==> config.mk <==
export PLATFORM = sky130hd
export DESIGN_NAME = reg_file_write_ctrl
export DESIGN_NICKNAME = d
export VERILOG_FILES = /design/src/rtl/reg_file_write_ctrl.sv
export SDC_FILE = /design/constraint.sdc
export NUM_CORES = 1
export LEC_CHECK = 0
export BUFFER_PORTS_ARGS = -buffer_cell sky130_fd_sc_hd__buf_2
export CORE_UTILIZATION = 50
export CTS_BUF_LIST = sky130_fd_sc_hd__clkbuf_8
export DETAILED_ROUTE_END_ITERATION = 10
export PLACE_DENSITY = 0.86
export SETUP_SLACK_MARGIN = 0.02
export SLEW_MARGIN = 0
export SYNTH_ARGS = -nofsm -noshare
export SYNTH_HDL_FRONTEND = slang
export SYNTH_SLANG_ARGS = --single-unit
export TNS_END_PERCENT = 100
==> constraint.sdc <==
create_clock -name clk -period 2.54 [get_ports clk]
set_clock_uncertainty 0.1 [all_clocks]
set_input_delay 0.381 -clock clk [delete_from_list [all_inputs] [get_ports clk]]
set_output_delay 0.381 -clock clk [all_outputs]
set_load 0.02 [all_outputs]
==> src/rtl/reg_file_write_ctrl.sv <==
// Write-port controller for the register file: clears every register after reset, then
// arbitrates write-back (priority) against a debug port with a starvation guard.
module reg_file_write_ctrl #(
  parameter int NUM_REGS = 32,
  parameter int ADDR_W   = 5,
  parameter int DATA_W   = 32,
  parameter int MAX_WAIT = 4
) (
  input  logic              clk,
  input  logic              reset,
  input  logic              wb_regWrite,
  input  logic [ADDR_W-1:0] wb_reg_num,
  input  logic [DATA_W-1:0] wb_data,
  output logic              wb_stall,
  input  logic              dbg_req,
  input  logic [ADDR_W-1:0] dbg_reg_num,
  input  logic [DATA_W-1:0] dbg_data,
  output logic              dbg_gnt,
  output logic [ADDR_W-1:0] write_reg_num,
  output logic [DATA_W-1:0] write_data,
  output logic              regWrite,
  output logic              init_done
);

  localparam int WAIT_W = 4;
  localparam logic [ADDR_W-1:0] LAST_REG = ADDR_W'(NUM_REGS - 1);
  localparam logic [WAIT_W-1:0] WAIT_LIM = WAIT_W'(MAX_WAIT);

  typedef enum logic {INIT, RUN} state_t;

  state_t              state, state_n;
  logic [ADDR_W-1:0]   clr_cnt, clr_cnt_n;
  logic [WAIT_W-1:0]   wait_cnt, wait_cnt_n;
  logic                reg_write_n, dbg_gnt_n, init_done_n;
  logic [ADDR_W-1:0]   write_reg_num_n;
  logic [DATA_W-1:0]   write_data_n;
  logic                dbg_eligible, preempt;

  // A debug request is not eligible in its grant cycle, so grants are never back-to-back.
  assign dbg_eligible = dbg_req && !dbg_gnt;
  assign preempt      = (state == RUN) && dbg_eligible && (wait_cnt == WAIT_LIM);
  assign wb_stall     = (state == INIT) || preempt;

  always_comb begin
    state_n         = state;
    clr_cnt_n       = clr_cnt;
    wait_cnt_n      = wait_cnt;
    reg_write_n     = 1'b0;
    write_reg_num_n = write_reg_num;
    write_data_n    = write_data;
    dbg_gnt_n       = 1'b0;
    init_done_n     = init_done;

    case (state)
      INIT: begin
        reg_write_n     = 1'b1;
        write_reg_num_n = clr_cnt;
        write_data_n    = '0;
        clr_cnt_n       = clr_cnt + ADDR_W'(1);
        if (clr_cnt == LAST_REG) begin
          state_n     = RUN;
          init_done_n = 1'b1;
        end
      end
      RUN: begin
        if (preempt || (dbg_eligible && !wb_regWrite)) begin
          reg_write_n     = (dbg_reg_num != '0);
          write_reg_num_n = dbg_reg_num;
          write_data_n    = dbg_data;
          dbg_gnt_n       = 1'b1;
          wait_cnt_n      = '0;
        end else begin
          if (wb_regWrite) begin
            // Register 0 is hardwired zero: the write is dropped but the bus still updates.
            reg_write_n     = (wb_reg_num != '0);
            write_reg_num_n = wb_reg_num;
            write_data_n    = wb_data;
          end
          if (!dbg_req) begin
            wait_cnt_n = '0;
          end else if (dbg_eligible && wb_regWrite && (wait_cnt != WAIT_LIM)) begin
            wait_cnt_n = wait_cnt + WAIT_W'(1);
          end
        end
      end
      default: state_n = INIT;
    endcase
  end

  always_ff @(posedge clk) begin
    if (reset) begin
      state         <= INIT;
      clr_cnt       <= '0;
      wait_cnt      <= '0;
      regWrite      <= 1'b0;
      write_reg_num <= '0;
      write_data    <= '0;
      dbg_gnt       <= 1'b0;
      init_done     <= 1'b0;
    end else begin
      state         <= state_n;
      clr_cnt       <= clr_cnt_n;
      wait_cnt      <= wait_cnt_n;
      regWrite      <= reg_write_n;
      write_reg_num <= write_reg_num_n;
      write_data    <= write_data_n;
      dbg_gnt       <= dbg_gnt_n;
      init_done     <= init_done_n;
    end
  end

endmodule

# Yosys cells after proc, flatten, opt, wreduce, memory -nomap -nowiden
# Cells that the tools add are included.
# Widths: inputs -> output; s select.
# op_classes
mux	15
reduce_logical	15
n_bitwise	1
addsub	2
eq_ne	5
# op_table
cell	count
$mux 32	2
$pmux 32 s2	1
$mux 4	3
$mux 5	2
$pmux 5 s2	1
$reduce_bool 5->1	2
$logic_and 1x1->1	6
$add 5x1->5 const B	1
$eq 5x5->1 const B	1
$mux 1	5
$add 4x1->4 const B	1
$eq 4x3->1 const B	1
$ne 4x3->1 const B	1
$reduce_and 2->1	2
$ne 3x1->1 const B	1
$ne 3x2->1 const B	1
$logic_not 1->1	2
$logic_or 1x1->1	2
$pmux 1 s2	1
$reduce_or 2->1	1
$not 1->1	1
# word_totals
inputBits	78
reg_bits	50
word_cells	46
output_inout_bits	41

# Logic depth before layout (Yosys ltp)
# Gate-level depths: netlist (run 1).
# logic_depth
ltp_word	7
depth_mapped	8
ltp_nobuf	6

# Least setup slack after synthesis (run 1)
# No wires, ideal clock.
# synth_path
path_type	reg-to-output
startpoint	reg wait_cnt[0]
endpoint	out wb_stall
path_stages_with_launch	5
required_ps	2059
n_path_buf	0
slack_ps	861
t_arrival_ps	1198
path_cell_list	dfxtp_1 inv_1 ha_1 nand3b_1 o21ai_0
# synth_between
elab_chain_len	3
# synth_rtl
element	line	rtl
start: declaration	33	logic [WAIT_W-1:0] wait_cnt, wait_cnt_n;
start signal: assignment	103	wait_cnt <= wait_cnt_n;
$eq 4x3->1	41	assign preempt = (state == RUN) && dbg_eligible && (wait_cnt == WAIT_LIM);
$logic_and 1x1->1	41	
$logic_or 1x1->1	42	assign wb_stall = (state == INIT) || preempt;
end: declaration	14	output logic wb_stall,
# No other way between the ends.

# Worst setup path after layout (run 1)
# layout_path
startpoint	reg wait_cnt[0]
endpoint	reg write_data[12]
# layout_between
elab_chain_len	5
word_cells_on_any_way	6
cone_classes	2 x eq/ne; 2 x mux; 2 x reduce/logical
# layout_rtl
element	line	rtl
$eq 4x3->1 (*)	41	
$logic_and 1x1->1 (*)	41	
$logic_or 1x1->1 (*)	66	if (preempt || (dbg_eligible && !wb_regWrite)) begin
$mux 32	66	
$pmux 32 s2	54	case (state)
end signal: assignment	106	write_data <= write_data_n;
end: declaration	20	output logic [DATA_W-1:0] write_data,
# Every way passes the cells marked *; elsewhere a longest branch is shown, timed or not.
# A chain may end at the register's enable or synchronous reset.

==> flow_summary.html, run 1 <==
<table>
<tr><th>Metric</th><th>Value</th></tr>
<tr><th colspan="2">Outcome</th></tr>
<tr><td>Status</td><td>finished, final reports clean</td></tr>
<tr><th colspan="2">Clock tree</th></tr>
<tr><td>CTS tree</td><td>yes</td></tr>
<tr><td>Root Driver</td><td>clkbuf_8</td></tr>
<tr><td>Hold buffer count at cts</td><td>0</td></tr>
<tr><td>Number of buffers added by the clock tree synthesis step</td><td>5</td></tr>
<tr><td>Postcts setup bufs</td><td>0</td></tr>
<tr><td>Resize count post-CTS</td><td>0</td></tr>
<tr><td>Clock H-tree levels</td><td>2</td></tr>
<tr><td>Number of buffers on the longest clock path</td><td>2</td></tr>
<tr><td>TritonCTS sink count</td><td>50</td></tr>
<tr><td>Insertion delay to the later sink of the worst-skew pair</td><td>0.30 ns</td></tr>
<tr><td>Clock-pin slew on the worst setup and hold paths</td><td>0.09 ns</td></tr>
<tr><th colspan="2">Power and ir drop</th></tr>
<tr><td>Static leakage</td><td>1.38 nW</td></tr>
<tr><td>Worst-case vdd ir drop</td><td>279 uV</td></tr>
<tr><td>Total power density per cell area</td><td>478 nW/um2</td></tr>
<tr><th colspan="2">Synthesis</th></tr>
<tr><td>Async set-or-reset flop fraction in the synthesized netlist</td><td>0</td></tr>
<tr><td>Cell taking the most area after synthesis</td><td>dfxtp_1</td></tr>
<tr><td>Synthesis warning total</td><td>0</td></tr>
<tr><td>Top cell type's share of synthesized area</td><td>0.435</td></tr>
<tr><td>Area contributors post-synth</td><td>dfxtp_1 (44%), mux2i_1 (15%), nand2_1 (7.3%), o21ai_1 (6.8%), buf_12 (2.6%)</td></tr>
<tr><td>Number of enable-type register cells in the synthesized netlist</td><td>0</td></tr>
<tr><td>Total of flip-flops plus latches after synthesis</td><td>50</td></tr>
<tr><td>Post-synth top flop</td><td>dfxtp_1</td></tr>
<tr><td>Syn Area/Cell</td><td>9.12 um2</td></tr>
<tr><td>Sequential-to-total area share from yosys stat</td><td>0.435</td></tr>
<tr><td>Post-synth cell types</td><td>38</td></tr>
<tr><td>Post-synthesis net count</td><td>334</td></tr>
<tr><td>Synthesized cell area</td><td>2300 um2</td></tr>
<tr><td>Gate Count Post-Synth</td><td>252</td></tr>
<tr><th colspan="2">Critical path</th></tr>
<tr><td>Type of the worst setup path</td><td>reg2reg</td></tr>
<tr><td>Biggest fanout along the worst timing path</td><td>23</td></tr>
<tr><td>Critical Path AT</td><td>2.07 ns</td></tr>
<tr><td>Startpoint kind of the worst setup timing path</td><td>flop</td></tr>
<tr><td>Worst EP required</td><td>2.63 ns</td></tr>
<tr><td>Crit end category</td><td>flop</td></tr>
<tr><th colspan="2">Finish</th></tr>
<tr><td>Net count of the finished layout</td><td>447</td></tr>
<tr><td>Synthesis-to-layout area growth</td><td>29.5%</td></tr>
<tr><td>Share of cells above drive strength 1</td><td>0.372</td></tr>
<tr><td>Commonest cells after routing, fill and taps aside</td><td>buf_2 (118), dfxtp_1 (50), nand2_1 (45)</td></tr>
<tr><td>Most common cell after layout, fill and taps aside</td><td>buf_2</td></tr>
<tr><td>Total of fill cells in the finished design</td><td>365</td></tr>
<tr><td>Seq. cell area</td><td>1000 um2</td></tr>
<tr><td>Multi-input logic area</td><td>1140 um2</td></tr>
<tr><td>Final Non-Filler Cells</td><td>418</td></tr>
<tr><td>Ant. Diodes</td><td>0</td></tr>
<tr><th colspan="2">Place</th></tr>
<tr><td>Number of cells in the design after placement</td><td>410</td></tr>
<tr><td>Number of port buffers</td><td>118</td></tr>
<tr><td>Gp weighted congestion</td><td>0.963</td></tr>
<tr><td>Placed wire-length estimate after detailed placement</td><td>4110 um</td></tr>
<tr><th colspan="2">Routing</th></tr>
<tr><td>WL/cell</td><td>12.9 um</td></tr>
<tr><td>First DRT Iteration DRCs</td><td>100</td></tr>
<tr><td>DRC violation count after routing</td><td>0</td></tr>
<tr><td>Detailed Route WL</td><td>5380 um</td></tr>
<tr><td>Via count</td><td>2,186</td></tr>
<tr><td>Average via count per standard cell</td><td>5.23</td></tr>
<tr><td>1st-pass router iterations</td><td>4</td></tr>
<tr><td>DRT antenna net count</td><td>0</td></tr>
<tr><th colspan="2">GRT</th></tr>
<tr><td>Vias in the first global route</td><td>2,079</td></tr>
<tr><td>Number of antenna violations at the first check in global routing</td><td>0</td></tr>
<tr><td>Global-route usage over all layers</td><td>0.225</td></tr>
<tr><td>Highest-utilization routing layer at the global route stage</td><td>met2</td></tr>
<tr><td>Remaining Overflow, GRT</td><td>0</td></tr>
<tr><td>M3 GR Usage</td><td>0.0422</td></tr>
<tr><td>Global-route wire length before repair</td><td>8900 um</td></tr>
<tr><td>Largest net degree at the start of global routing</td><td>25</td></tr>
<tr><td>GR met1 Demand/Resource</td><td>0.244</td></tr>
<tr><td>Met2 usage in global routing</td><td>0.427</td></tr>
<tr><th colspan="2">Floorplanning</th></tr>
<tr><td>Placement row count</td><td>24</td></tr>
<tr><td>CORE AREA</td><td>4380 um2</td></tr>
<tr><td>I/O Pins</td><td>119</td></tr>
<tr><td>Die Span X</td><td>69.8 um</td></tr>
<tr><td>Die Area</td><td>4870 um2</td></tr>
<tr><td>Die extent in y</td><td>69.8 um</td></tr>
<tr><td>Effective utilization at floorplan</td><td>0.524</td></tr>
<tr><th colspan="2">Worst hold path</th></tr>
<tr><td>Path category of the worst min-delay check</td><td>in2reg</td></tr>
<tr><th colspan="2">Timing</th></tr>
<tr><td>Peak Freq</td><td>505 MHz</td></tr>
<tr><td>Fin. max-slew vios</td><td>0</td></tr>
<tr><td>Final clock period utilization by the worst path</td><td>0.779</td></tr>
<tr><td>Relative slew slack</td><td>0.681</td></tr>
<tr><td>Measured slew at the worst slew-check pin</td><td>0.479 ns</td></tr>
<tr><td>Post-Route Setup TNS</td><td>0 ns</td></tr>
<tr><td>Final setup viols</td><td>0</td></tr>
<tr><td>Fin. Hold Viols</td><td>0</td></tr>
<tr><td>Unrepaired setup endpoints after global routing</td><td>no</td></tr>
<tr><td>Final critical-path required period</td><td>1.98 ns</td></tr>
<tr><th colspan="2">Job</th></tr>
<tr><td>Max capacitance violation total</td><td>0</td></tr>
</table>
-- state kept, by name (all words and copies together), names as in the netlist --
register and count:
regWrite 1, init_done 1, write_reg_num 5, write_data 32
wait_cnt 4, state 1, dbg_gnt 1, clr_cnt 5
-- synth_stat cells (3+ instances only) --
library cell,number
nand2_1,45
buf_6,3
o21ai_1,31
dfxtp_1,50
nand4_1,3
nand3_1,4
buf_2,5
o21ai_0,7
clkbuf_1,6
buf_12,3
a21oi_1,4
nor2_1,13
a221oi_1,4
mux2i_1,34
inv_1,4
ha_1,4
o31ai_1,4
-- stage by stage --
step	total power [mW]	setup WS (ns)	utilization	cell area (um2)	hold slack, ns
global placement	0.965	0.620	0.657	2880	0.332
finish	1.42	0.560	0.679	2980	0.241
floorplan	0.905	0.861	-	2300	0.362
detailed placement	0.970	0.571	0.657	2880	0.339
global route	1.49	0.454	0.679	2980	0.240
CTS	1.44	0.563	0.679	2980	0.238
-- cell families after synthesis --
logic type                 share of synthesized area
buffers and inverters                         0.0697
and+or+nand+nor                                0.166
xor gates and xnor gates                      0.0114
adders and majority gates                     0.0218
AOI/OAI and AO/OA                              0.148
DFF                                            0.435
muxes                                          0.148
-- worst max-delay path, cell delays in order (launching register included) --
cell	delay, ns
dfxtp_1	0.35
inv_1	0.08
ha_1	0.19
and4b_1	0.22
o21a_2	0.35
buf_12	0.25
mux2i_1	0.23
o21ai_1	0.08
-- worst paths after layout --
check                                      end  slack, ns  depth (start not counted)          start
worst max register to register  write_data[12]       0.56                          7    wait_cnt[0]
worst min-delay path             write_data[6]       0.24                          3     wb_data[6]
worst max-delay path            write_data[12]       0.56                          7    wait_cnt[0]
worst min register to register   write_data[6]       0.35                          2  write_data[6]
-- power by group --
part,internal [mW],switching [mW],total (mW)
clock,0.219,0.253,0.472
sequential,0.791,0.00621,0.797
combinational,0.0826,0.0716,0.154
-- cell type report --
class                   instances  share of cell area
well taps                      52              0.0219
clock buffers                   6              0.0278
inverters                       5             0.00631
clock inverters                 2             0.00421
multi-input cells             180               0.384
flip-flops and latches         50               0.336
repair buffers                123               0.220
-- layer usage --
metal / share of wire / up-vias
li1: - / 1115
met4: 0.0093 / 0
met1: 0.42 / 987
met3: 0.057 / 5
met2: 0.51 / 79
met5: 0 / -
Power figures use the tool's default switching activity.
==> run 2: changes to the inputs <==
Settings changed: CORE_UTILIZATION 50 to 42, PLACE_DENSITY 0.86 to 0.77.
Clock period 2.54 ns to 1.75 ns, I/O delays scaled along.
==> flow_summary.html, run 2 (synthesized netlist as in run 1, its figures left out) <==
<table>
<tr><th>Metric</th><th>Value</th></tr>
<tr><th colspan="2">Finish</th></tr>
<tr><td>Synthesis-to-layout area growth</td><td>37.5%</td></tr>
<tr><td>Largest registers</td><td>write_data: 32 flops, clr_cnt: 5 flops, write_reg_num: 5 flops</td></tr>
<tr><td>Flip-flop count of the largest register, all copies and words added</td><td>32 (unchanged)</td></tr>
<tr><td>Design area</td><td>3160 um2 (+6.2%)</td></tr>
<tr><td>Most common cell after layout, fill and taps aside</td><td>buf_2</td></tr>
<tr><td>Total of fill cells in the finished design</td><td>446 (+22%)</td></tr>
<tr><td>Share of the core filled with cells</td><td>0.611 (-0.0676)</td></tr>
<tr><td>Net count of the finished layout</td><td>458 (+2.5%)</td></tr>
<tr><td>Ant. Diodes</td><td>0 (unchanged)</td></tr>
<tr><td>Share of cells above drive strength 1</td><td>0.411 (+0.0396)</td></tr>
<tr><td>Most flop-heavy register</td><td>write_data</td></tr>
<tr><td>Commonest cells after routing, fill and taps aside</td><td>buf_2 (117), dfxtp_1 (48), nand2_1 (45)</td></tr>
<tr><th colspan="2">Clock tree</th></tr>
<tr><td>Number of buffers added by the clock tree synthesis step</td><td>5 (unchanged)</td></tr>
<tr><td>CTS tree</td><td>yes</td></tr>
<tr><td>Number of buffers on the longest clock path</td><td>2 (unchanged)</td></tr>
<tr><td>Clock H-tree levels</td><td>2 (unchanged)</td></tr>
<tr><td>Root Driver</td><td>clkbuf_8</td></tr>
<tr><td>TritonCTS sink count</td><td>50 (unchanged)</td></tr>
<tr><td>Insertion delay to the later sink of the worst-skew pair</td><td>0.30 ns (about the same)</td></tr>
<tr><td>Clock-pin slew on the worst setup and hold paths</td><td>0.09 ns (about the same)</td></tr>
<tr><th colspan="2">Place</th></tr>
<tr><td>Number of port buffers</td><td>118 (unchanged)</td></tr>
<tr><td>Gp weighted congestion</td><td>0.780 (-19%)</td></tr>
<tr><td>Placed wire-length estimate after detailed placement</td><td>4190 um (+1.9%)</td></tr>
<tr><td>Post-placement cell area</td><td>2930 um2 (+1.8%)</td></tr>
<tr><th colspan="2">Timing</th></tr>
<tr><td>Peak Freq</td><td>583 MHz</td></tr>
<tr><td>Unrepaired setup endpoints after global routing</td><td>yes</td></tr>
<tr><td>Final clock period utilization by the worst path</td><td>0.980</td></tr>
<tr><td>Final critical-path required period</td><td>1.72 ns</td></tr>
<tr><td>Fin. max-slew vios</td><td>0 (unchanged)</td></tr>
<tr><td>Final setup viols</td><td>0 (unchanged)</td></tr>
<tr><td>Post-Route Setup TNS</td><td>0 ns (unchanged)</td></tr>
<tr><td>Relative slew slack</td><td>0.772 (+0.0914)</td></tr>
<tr><td>Fin. Hold Viols</td><td>0 (unchanged)</td></tr>
<tr><td>Measured slew at the worst slew-check pin</td><td>0.342 ns (-0.137 ns)</td></tr>
<tr><td>Hold_ws</td><td>0.120 ns (-0.121 ns)</td></tr>
<tr><th colspan="2">GRT</th></tr>
<tr><td>Global-route usage over all layers</td><td>0.196 (-0.0293)</td></tr>
<tr><td>Remaining Overflow, GRT</td><td>0 (unchanged)</td></tr>
<tr><td>Number of antenna violations at the first check in global routing</td><td>0 (unchanged)</td></tr>
<tr><td>Vias in the first global route</td><td>2,111 (+1.5%)</td></tr>
<tr><td>Largest net degree at the start of global routing</td><td>33 (+32%)</td></tr>
<tr><td>Global-route wire length before repair</td><td>9240 um (+3.8%)</td></tr>
<tr><th colspan="2">Worst hold path</th></tr>
<tr><td>Path category of the worst min-delay check</td><td>in2reg</td></tr>
<tr><th colspan="2">Power and ir drop</th></tr>
<tr><td>Static leakage</td><td>1.46 nW (+5.9%)</td></tr>
<tr><td>Total chip power</td><td>2.15 mW (+51%)</td></tr>
<tr><td>Worst-case vdd ir drop</td><td>270 uV (-3.2%)</td></tr>
<tr><td>Total power density per cell area</td><td>680 nW/um2 (+42%)</td></tr>
<tr><th colspan="2">Critical path</th></tr>
<tr><td>Crit end category</td><td>output pin</td></tr>
<tr><td>Startpoint kind of the worst setup timing path</td><td>flop</td></tr>
<tr><td>Largest incremental delay on the critical path</td><td>0.35 ns (about the same)</td></tr>
<tr><td>Standard cell with the maximum stage delay on the critical path</td><td>dfxtp_2</td></tr>
<tr><td>Biggest fanout along the worst timing path</td><td>4 (-83%)</td></tr>
<tr><td>Worst EP required</td><td>1.39 ns (-1.24 ns)</td></tr>
<tr><td>Critical Path, Cell by Cell</td><td>inv_2 &gt; ha_4 &gt; nand3b_1 &gt; o21ai_1 &gt; buf_4</td></tr>
<tr><td>Type of the worst setup path</td><td>reg2out</td></tr>
<tr><td>Critical Path AT</td><td>1.35 ns (-0.72 ns)</td></tr>
<tr><th colspan="2">Routing</th></tr>
<tr><td>DRC violation count after routing</td><td>0 (unchanged)</td></tr>
<tr><td>Detailed Route WL</td><td>5990 um (+11%)</td></tr>
<tr><td>Average via count per standard cell</td><td>5.06 (-3.2%)</td></tr>
<tr><td>First DRT Iteration DRCs</td><td>78 (-22%)</td></tr>
<tr><td>1st-pass router iterations</td><td>4 (unchanged)</td></tr>
<tr><td>DRT antenna net count</td><td>0 (unchanged)</td></tr>
<tr><td>WL/cell</td><td>13.4 um (+4.1%)</td></tr>
<tr><td>Via count</td><td>2,262 (+3.5%)</td></tr>
<tr><th colspan="2">Floorplanning</th></tr>
<tr><td>Die Span X</td><td>76.0 um (+8.8%)</td></tr>
<tr><td>I/O Pins</td><td>119 (unchanged)</td></tr>
<tr><td>Die extent in y</td><td>76.0 um (+8.8%)</td></tr>
<tr><td>Effective utilization at floorplan</td><td>0.444 (-0.0799)</td></tr>
<tr><td>Die Area</td><td>5770 um2 (+18%)</td></tr>
<tr><td>CORE AREA</td><td>5170 um2 (+18%)</td></tr>
<tr><td>Placement row count</td><td>26 (+8.3%)</td></tr>
<tr><th colspan="2">Outcome</th></tr>
<tr><td>Status</td><td>finished, final reports clean</td></tr>
<tr><th colspan="2">Job</th></tr>
<tr><td>Max capacitance violation total</td><td>0 (unchanged)</td></tr>
</table>
run 2: changes by cell type in the layout (fill, tap and decap cells not counted), sizes merged:
cell      change
clkinvlp      -1
clkbuf        +3
buf           +9
run 2: through the flow:
stage / worst slack [ns] / std cells
finish: 0.0349 / 447
global route: -0.0347 / 447
CTS: 0.0249 / 443
detailed placement: -0.00948 / 432
global placement: 0.0122 / 432
floorplan: 0.0968 / 252
run 2: layout make-up:
class / instances / area [um2] / share of cell area
repair buffers: 134 / 773 / 0.245
inverters: 5 / 18.8 / 0.00594
clock inverters: 1 / 8.76 / 0.00277
multi-input cells: 180 / 1170 / 0.371
clock buffers: 7 / 96.3 / 0.0305
flip-flops and latches: 50 / 1000 / 0.317
well taps: 70 / 87.6 / 0.0277
run 2: layer usage:
metal  routed length, um  global-route usage  share of wire
met1                2630               0.225           0.44
met2                2900               0.356           0.48
met3                 411              0.0539          0.069
met4                  46              0.0519         0.0077
met5                   0                   0              0
run 2: final timing paths:
| check | slack (ns) | depth (start not counted) | from | to |
|---|---|---|---|---|
| worst max-delay path | 0.03 | 5 | wait_cnt[1] | wb_stall |
| worst min-delay path | 0.12 | 3 | wb_data[20] | write_data[20] |
| worst max register to register | 0.07 | 8 | wait_cnt[1] | wait_cnt[3] |
| worst min register to register | 0.35 | 2 | write_data[16] | write_data[16] |
run 2: power breakdown:
| part | internal [mW] | leakage, nW | switching [mW] |
|---|---|---|---|
| clock | 0.363 | 0.0544 | 0.378 |
| sequential | 1.15 | 0.405 | 0.00952 |
| combinational | 0.137 | 1.00 | 0.114 |
run 2: repair_timing:
action	CTS	global route
endpoints found under the setup margin	13	41
hold buffers	0	0
gates cloned	0	2
pin swaps	2	3
resized for setup	5	8
buffers inserted	3	2
run 2: critical path, delay by kind of cell (launching register included):
family,cells,cell delay (ns)
compound gates,1,0.20
flops,1,0.35
fa+ha+maj,1,0.13
simple gates,1,0.15
buf+inv,2,0.22
